`src/rtl/regfile_wp_sched.sv`:
```
// Write-port scheduler for the 32x32 register file: zero-clears all registers after reset/CLR, then round-robins two writeback requesters.
// Latency 1 cycle request-to-write; requesters are held off (ready low) during clear and in the CLR cycle.
module regfile_wp_sched #(
    parameter int AW        = 5,
    parameter int DW        = 32,
    parameter int NREG      = 32,
    parameter bit DROP_ZERO = 1'b1
) (
    input  logic          clk_i,
    input  logic          rst_n_i,
    input  logic          clr_i,
    input  logic          req0_valid_i,
    output logic          req0_ready_o,
    input  logic [AW-1:0] req0_addr_i,
    input  logic [DW-1:0] req0_data_i,
    input  logic          req1_valid_i,
    output logic          req1_ready_o,
    input  logic [AW-1:0] req1_addr_i,
    input  logic [DW-1:0] req1_data_i,
    output logic          we3_o,
    output logic [AW-1:0] a3_o,
    output logic [DW-1:0] wd3_o,
    output logic          busy_o
);

    typedef enum logic {INIT, RUN} state_t;

    localparam logic [AW-1:0] LAST = AW'(NREG - 1);

    state_t        state_q, state_d;
    logic [AW-1:0] cnt_q, cnt_d;
    logic          prio_q, prio_d;
    logic          we3_q, we3_d;
    logic [AW-1:0] a3_q, a3_d;
    logic [DW-1:0] wd3_q, wd3_d;
    logic          busy_q, busy_d;
    logic          rdy0, rdy1, xfer0, xfer1;

    always_ff @(posedge clk_i or negedge rst_n_i) begin
        if (!rst_n_i) begin
            state_q <= INIT;
            cnt_q   <= '0;
            prio_q  <= 1'b0;
            we3_q   <= 1'b0;
            a3_q    <= '0;
            wd3_q   <= '0;
            busy_q  <= 1'b1;
        end else begin
            state_q <= state_d;
            cnt_q   <= cnt_d;
            prio_q  <= prio_d;
            we3_q   <= we3_d;
            a3_q    <= a3_d;
            wd3_q   <= wd3_d;
            busy_q  <= busy_d;
        end
    end

    // Ready stays low while the last clear write is on the port (busy still high),
    // so WE3 is high for exactly NREG cycles and BUSY falls with it.
    always_comb begin
        rdy0 = 1'b0;
        rdy1 = 1'b0;
        if (state_q == RUN && !busy_q && !clr_i) begin
            rdy0 = !req1_valid_i || !prio_q;
            rdy1 = !req0_valid_i || prio_q;
        end
        xfer0 = req0_valid_i && rdy0;
        xfer1 = req1_valid_i && rdy1 && !xfer0;
    end

    always_comb begin
        state_d = state_q;
        cnt_d   = cnt_q;
        prio_d  = prio_q;
        we3_d   = 1'b0;
        a3_d    = a3_q;
        wd3_d   = wd3_q;
        busy_d  = busy_q;
        case (state_q)
            INIT: begin
                we3_d = 1'b1;
                a3_d  = cnt_q;
                wd3_d = '0;
                cnt_d = cnt_q + 1'b1;
                if (cnt_q == LAST) begin
                    state_d = RUN;
                    cnt_d   = '0;
                end
            end
            RUN: begin
                busy_d = 1'b0;
                if (clr_i) begin
                    state_d = INIT;
                    cnt_d   = '0;
                    busy_d  = 1'b1;
                end else if (xfer0) begin
                    a3_d   = req0_addr_i;
                    wd3_d  = req0_data_i;
                    we3_d  = !(DROP_ZERO && req0_addr_i == '0);
                    prio_d = 1'b1;
                end else if (xfer1) begin
                    a3_d   = req1_addr_i;
                    wd3_d  = req1_data_i;
                    we3_d  = !(DROP_ZERO && req1_addr_i == '0);
                    prio_d = 1'b0;
                end
            end
            default: state_d = INIT;
        endcase
    end

    assign req0_ready_o = rdy0;
    assign req1_ready_o = rdy1;
    assign we3_o        = we3_q;
    assign a3_o         = a3_q;
    assign wd3_o        = wd3_q;
    assign busy_o       = busy_q;

endmodule

```
`config.mk`:
```
export PLATFORM = sky130hd
export DESIGN_NAME = regfile_wp_sched
export DESIGN_NICKNAME = d
export VERILOG_FILES = /design/src/rtl/regfile_wp_sched.sv
export SDC_FILE = /design/constraint.sdc
export NUM_CORES = 1
export LEC_CHECK = 0
export ABC_CLOCK_PERIOD_IN_PS = 1300
export CAP_MARGIN = 20
export CORE_AREA = 5 5 73 108
export DETAILED_ROUTE_END_ITERATION = 16
export DIE_AREA = 0 0 78 113
export PLACE_DENSITY = 0.77
export SLEW_MARGIN = 20
export SYNTH_ARGS = -nofsm -noshare
export SYNTH_HDL_FRONTEND = slang
export SYNTH_SLANG_ARGS = --single-unit
```
`constraint.sdc`:
```
create_clock -name clk_i -period 1.3 [get_ports clk_i]
set_input_delay 0.195 -clock clk_i [delete_from_list [all_inputs] [get_ports clk_i]]
set_output_delay 0.195 -clock clk_i [all_outputs]
set_load 0.01 [all_outputs]
```
==> metrics list <==
- The worst hold path passes through 4 cells.
* Main area contributors after synthesis: sky130_fd_sc_hd__dfrtp_1 46%, sky130_fd_sc_hd__mux2i_1 28%, sky130_fd_sc_hd__nand2_1 5.2%
* # placed instances: 415
* Number of enable flip-flop cells after synthesis: 0
* Total number of nets in the final design: 436
* Final wirelength: 7420 µm
- Kind of launch point of the worst setup path: flop
* Final-layout worst hold slack: 0.384 ns
- Effective utilization at floorplan: 35.9%
- At the later pin of the worst-skew pair, clock insertion delay measures slightly below 0.3 ns.
- Summed over all cells, the static leakage comes to around 2.0 nW.
- The share of synthesized area in the top cell type comes to between 40% and 50%.
* Endpoints failing setup: 40
- The total area inside the core boundary comes to 6810 µm².
- The floorplan step defined a die boundary enclosing 8810 µm².
- DR vias: 2174
- Number of antenna-violating nets in the routed design: 0
- Register share of total power: 40.4%
* Total inserted antenna cells: 0
- The flow ran to the end, but the final reports show violations.
- Of all nets on the critical path, the largest fanout is 19.
- Sw Pwr: between 1 and 1.5 mW
- The synthesized netlist occupies a cell area of around 2400 µm².
- Root buffer cell: sky130_fd_sc_hd__clkbuf_8
* Number of buffers added by the clock tree synthesis step: 5
- Cell type with the highest aggregate area in the netlist: sky130_fd_sc_hd__dfrtp_1
- The clock network is responsible for between 10% and 20% of the overall power.
- Counting I/O delays and the setup requirement, the final critical path takes 1.57 ns.
- Global routing consumed, on the met3 layer, ~3.3% of the routing resources.
- Sequential cell area fraction in the yosys report: 47.1%
- Global-route wire length before repair: 11600 µm
* Slew headroom: 82.7%
- After synthesis the netlist holds a flip-flop and latch count of 46.
- The worst-case IR drop observed on VDD is 0.779 mV.
* Worst Hold Path EP: prio_q
- For the worst flop-to-flop path, the logic depth is 5.
- TritonCTS built the clock tree.
- Nets in the synthesized netlist: 290
- After legalization and detailed placement, the total HPWL measured 5100 µm.
* Failing checks: negative setup slack
- Static timing analysis puts the maximum clock frequency at 636 MHz.
- The startpoint identified for the worst hold timing path is req0_valid_i.
- The first detailed-routing pass took 6 iterations.
* Clock sink count: 46
* Start of the worst register-to-register path: busy_o
- After detailed routing, the number of vias per cell comes to 5.02.
- The worst setup path is captured at a flop.
- Port buffering added roughly 120 buffers.
* Worst-Margin Slew: 0.259 ns
* Area added between synthesis and finish: 72.1%
- In the global route stage, met2 resource usage came out at 29.3%.
* Part of the total power dissipated in combinational logic: just over 40%
- After layout, the worst path uses 121% of the clock period.
* Share of total power consumed by net switching: between 20 and 30%
- The final number of hold-violating endpoints is 0.
- Counting distinct cell types in the post-synthesis netlist gives 36.
* Instance area after placement: 3850 µm²
* Maximum level of the CTS H-tree: 2
- GR Util met1: between 10% and 20%
* Num rows: 37
* Most used DFF post-synth: sky130_fd_sc_hd__dfrtp_1
- Clock tree skew after final layout: 0.00827 ns
- Floorplan die width: 78 µm
- Critical Setup Path Class: flop to flop
* Final Slew Violations: 0
* Post-layout instance area: between 4000 and 5000 µm²
- Cells with a size suffix above 1 make up between 15 and 20% of the layout.
* Pre-CTS setup slack: -0.637 ns
- The congestion estimate from routability-driven global placement came to roughly 0.8.
* Arrival @ worst endpoint: 1.78 ns
* Drt initial violations: 55
* Number of global-route vias before repair: 2315
* I/O Pins: 120
- Number of buffers on the longest clock path: 2
* Kind of path behind the tightest hold check: input port to flop
- Setup repair after global routing could not meet its margin everywhere.
- Worst Path Required: 1.51 ns
- Number of antenna violations at the first check in global routing: 0
* Overflow left after global routing: 0
* R2R Setup Slk: -0.27 ns
- Measured along the y axis, the die boundary spans ~110 µm.
- The internal portion of the total power is 3.12 mW.
- Terminus of the critical flop-to-flop path: wd3_o[3]
- Mean cell area of the mapped netlist: about 12 µm²
- Across every metal layer, demand over resource in global routing totals between 10% and 20%.
- Max-cap violations in this run came to 0.
- Post-route setup slack: -0.272 ns
- For this design the ratio of total power to cell area is 1060 nW/µm².
- Dividing the detail-routed wire length by the instance count gives 17.1 µm.
- Post-detailed-route DRC marker count: 0
- Synthesis produced 209 cells.
- Cells fill just over 60% of the core in the end.
* Register clock-pin slew on the reported worst setup and hold paths: 0.09 ns
- The global routing stage identified its most utilized layer as met2.
- The finished layout holds 433 standard cells, fillers aside.
* Synth warnings: 0
- Entering global routing, the biggest net connects 47 pins.
- The design draws roughly 4.4 mW.
- Setup TNS: -8.18 ns
* Fraction of registers with async set or reset after synthesis: 100%
## placed cells by master (no fill, tap or decap), types with 2 or more instances in the layout
cell type                         synthesis  final
sky130_fd_sc_hd__mux2i_1                 69     63
sky130_fd_sc_hd__buf_6                    2      4
sky130_fd_sc_hd__o211ai_1                 5      5
sky130_fd_sc_hd__buf_2                    2      3
sky130_fd_sc_hd__buf_4                    1     17
sky130_fd_sc_hd__dlygate4sd2_1            0     38
sky130_fd_sc_hd__clkbuf_8                 0      5
sky130_fd_sc_hd__mux2i_2                  0      4
sky130_fd_sc_hd__a21oi_1                  3      2
sky130_fd_sc_hd__a22o_1                   4      4
sky130_fd_sc_hd__clkbuf_1                 4      2
sky130_fd_sc_hd__buf_12                   3      8
sky130_fd_sc_hd__or4_1                    2      2
sky130_fd_sc_hd__clkdlybuf4s50_1          0     76
sky130_fd_sc_hd__dfrtp_1                 45     43
sky130_fd_sc_hd__mux2i_4                  0      2
sky130_fd_sc_hd__bufbuf_16                0      3
sky130_fd_sc_hd__dfrtp_2                  0      2
sky130_fd_sc_hd__o221ai_1                 5      4
sky130_fd_sc_hd__nand2_1                 34     34
sky130_fd_sc_hd__inv_1                    7      7
## logic make-up after synthesis
kind of cell	count (synthesis)	synth area share, %
flops	46	47.1
buf+inv	20	5.94
compound gates	23	7.27
simple gates	46	9.21
xor+xnor	2	0.717
fa+ha+maj	2	1.02
mux	70	28.7
## worst max path at each step
stage                       start  cells after the start            to
after floorplan            busy_o                      5     wd3_o[10]
after global placement      clr_i                      4  req1_ready_o
after detailed placement    clr_i                      4  req0_ready_o
after CTS                 state_q                      3  req0_ready_o
after global routing       busy_o                      5      wd3_o[3]
final                      busy_o                      5      wd3_o[3]
## power by group through the flow
stage          Sequential, mW  Combinational (mW)  Clock, mW
2_1_floorplan            1.87               0.643          0
3_3_place_gp             1.80                1.53          0
3_5_place_dp             1.81                1.55          0
4_1_cts                  1.79                1.76      0.859
5_1_grt                  1.82                1.96      0.911
6_report                 1.79                1.82      0.826
## synth_stat cells (2+ instances only)
cell type / n
sky130_fd_sc_hd__o221ai_1: 5
sky130_fd_sc_hd__buf_2: 2
sky130_fd_sc_hd__inv_1: 7
sky130_fd_sc_hd__a21oi_1: 3
sky130_fd_sc_hd__o211ai_1: 5
sky130_fd_sc_hd__or4_1: 2
sky130_fd_sc_hd__ha_1: 2
sky130_fd_sc_hd__nand2_1: 34
sky130_fd_sc_hd__buf_6: 2
sky130_fd_sc_hd__clkbuf_1: 4
sky130_fd_sc_hd__a22o_1: 4
sky130_fd_sc_hd__dfrtp_1: 45
sky130_fd_sc_hd__buf_12: 3
sky130_fd_sc_hd__mux2i_1: 69
## cell type report
type	instances	area, µm²
clock buffer	7	76.3
sequential	46	1150
fill	560	2600
timing repair buffer	152	1590
multi-input combinational	143	1260
tap	78	97.6
inverter	7	26.3
## flip-flops by register name (all words and copies together) (netlist names)
name / count
wd3_o: 32
cnt_q: 5
busy_o: 1
a3_o: 5
we3_o: 1
state_q: 1
prio_q: 1
## repair_timing
item | in CTS | in global routing
endpoints found under the setup margin | 86 | 45
gates cloned | 4 | 0
resized for setup | 70 | 15
pin swaps | 4 | 2
buffers inserted | 6 | 1
endpoints found under the hold margin | 45 | 0
hold buffers | 1 | 0
## layer usage
layer / up-vias / part of all wire (%)
met5: - / 0
met4: 0 / 1.5
met3: 9 / 5.8
met2: 80 / 54
met1: 1044 / 39
li1: 1041 / -
## critical path: stages (launching register included)
cell                      delay, ns
sky130_fd_sc_hd__dfstp_2       0.39
sky130_fd_sc_hd__or3b_4        0.39
sky130_fd_sc_hd__buf_6         0.16
sky130_fd_sc_hd__nor2_8        0.11
sky130_fd_sc_hd__buf_12        0.19
sky130_fd_sc_hd__mux2i_2       0.23
Note: power is estimated with default switching activity, not from simulation.
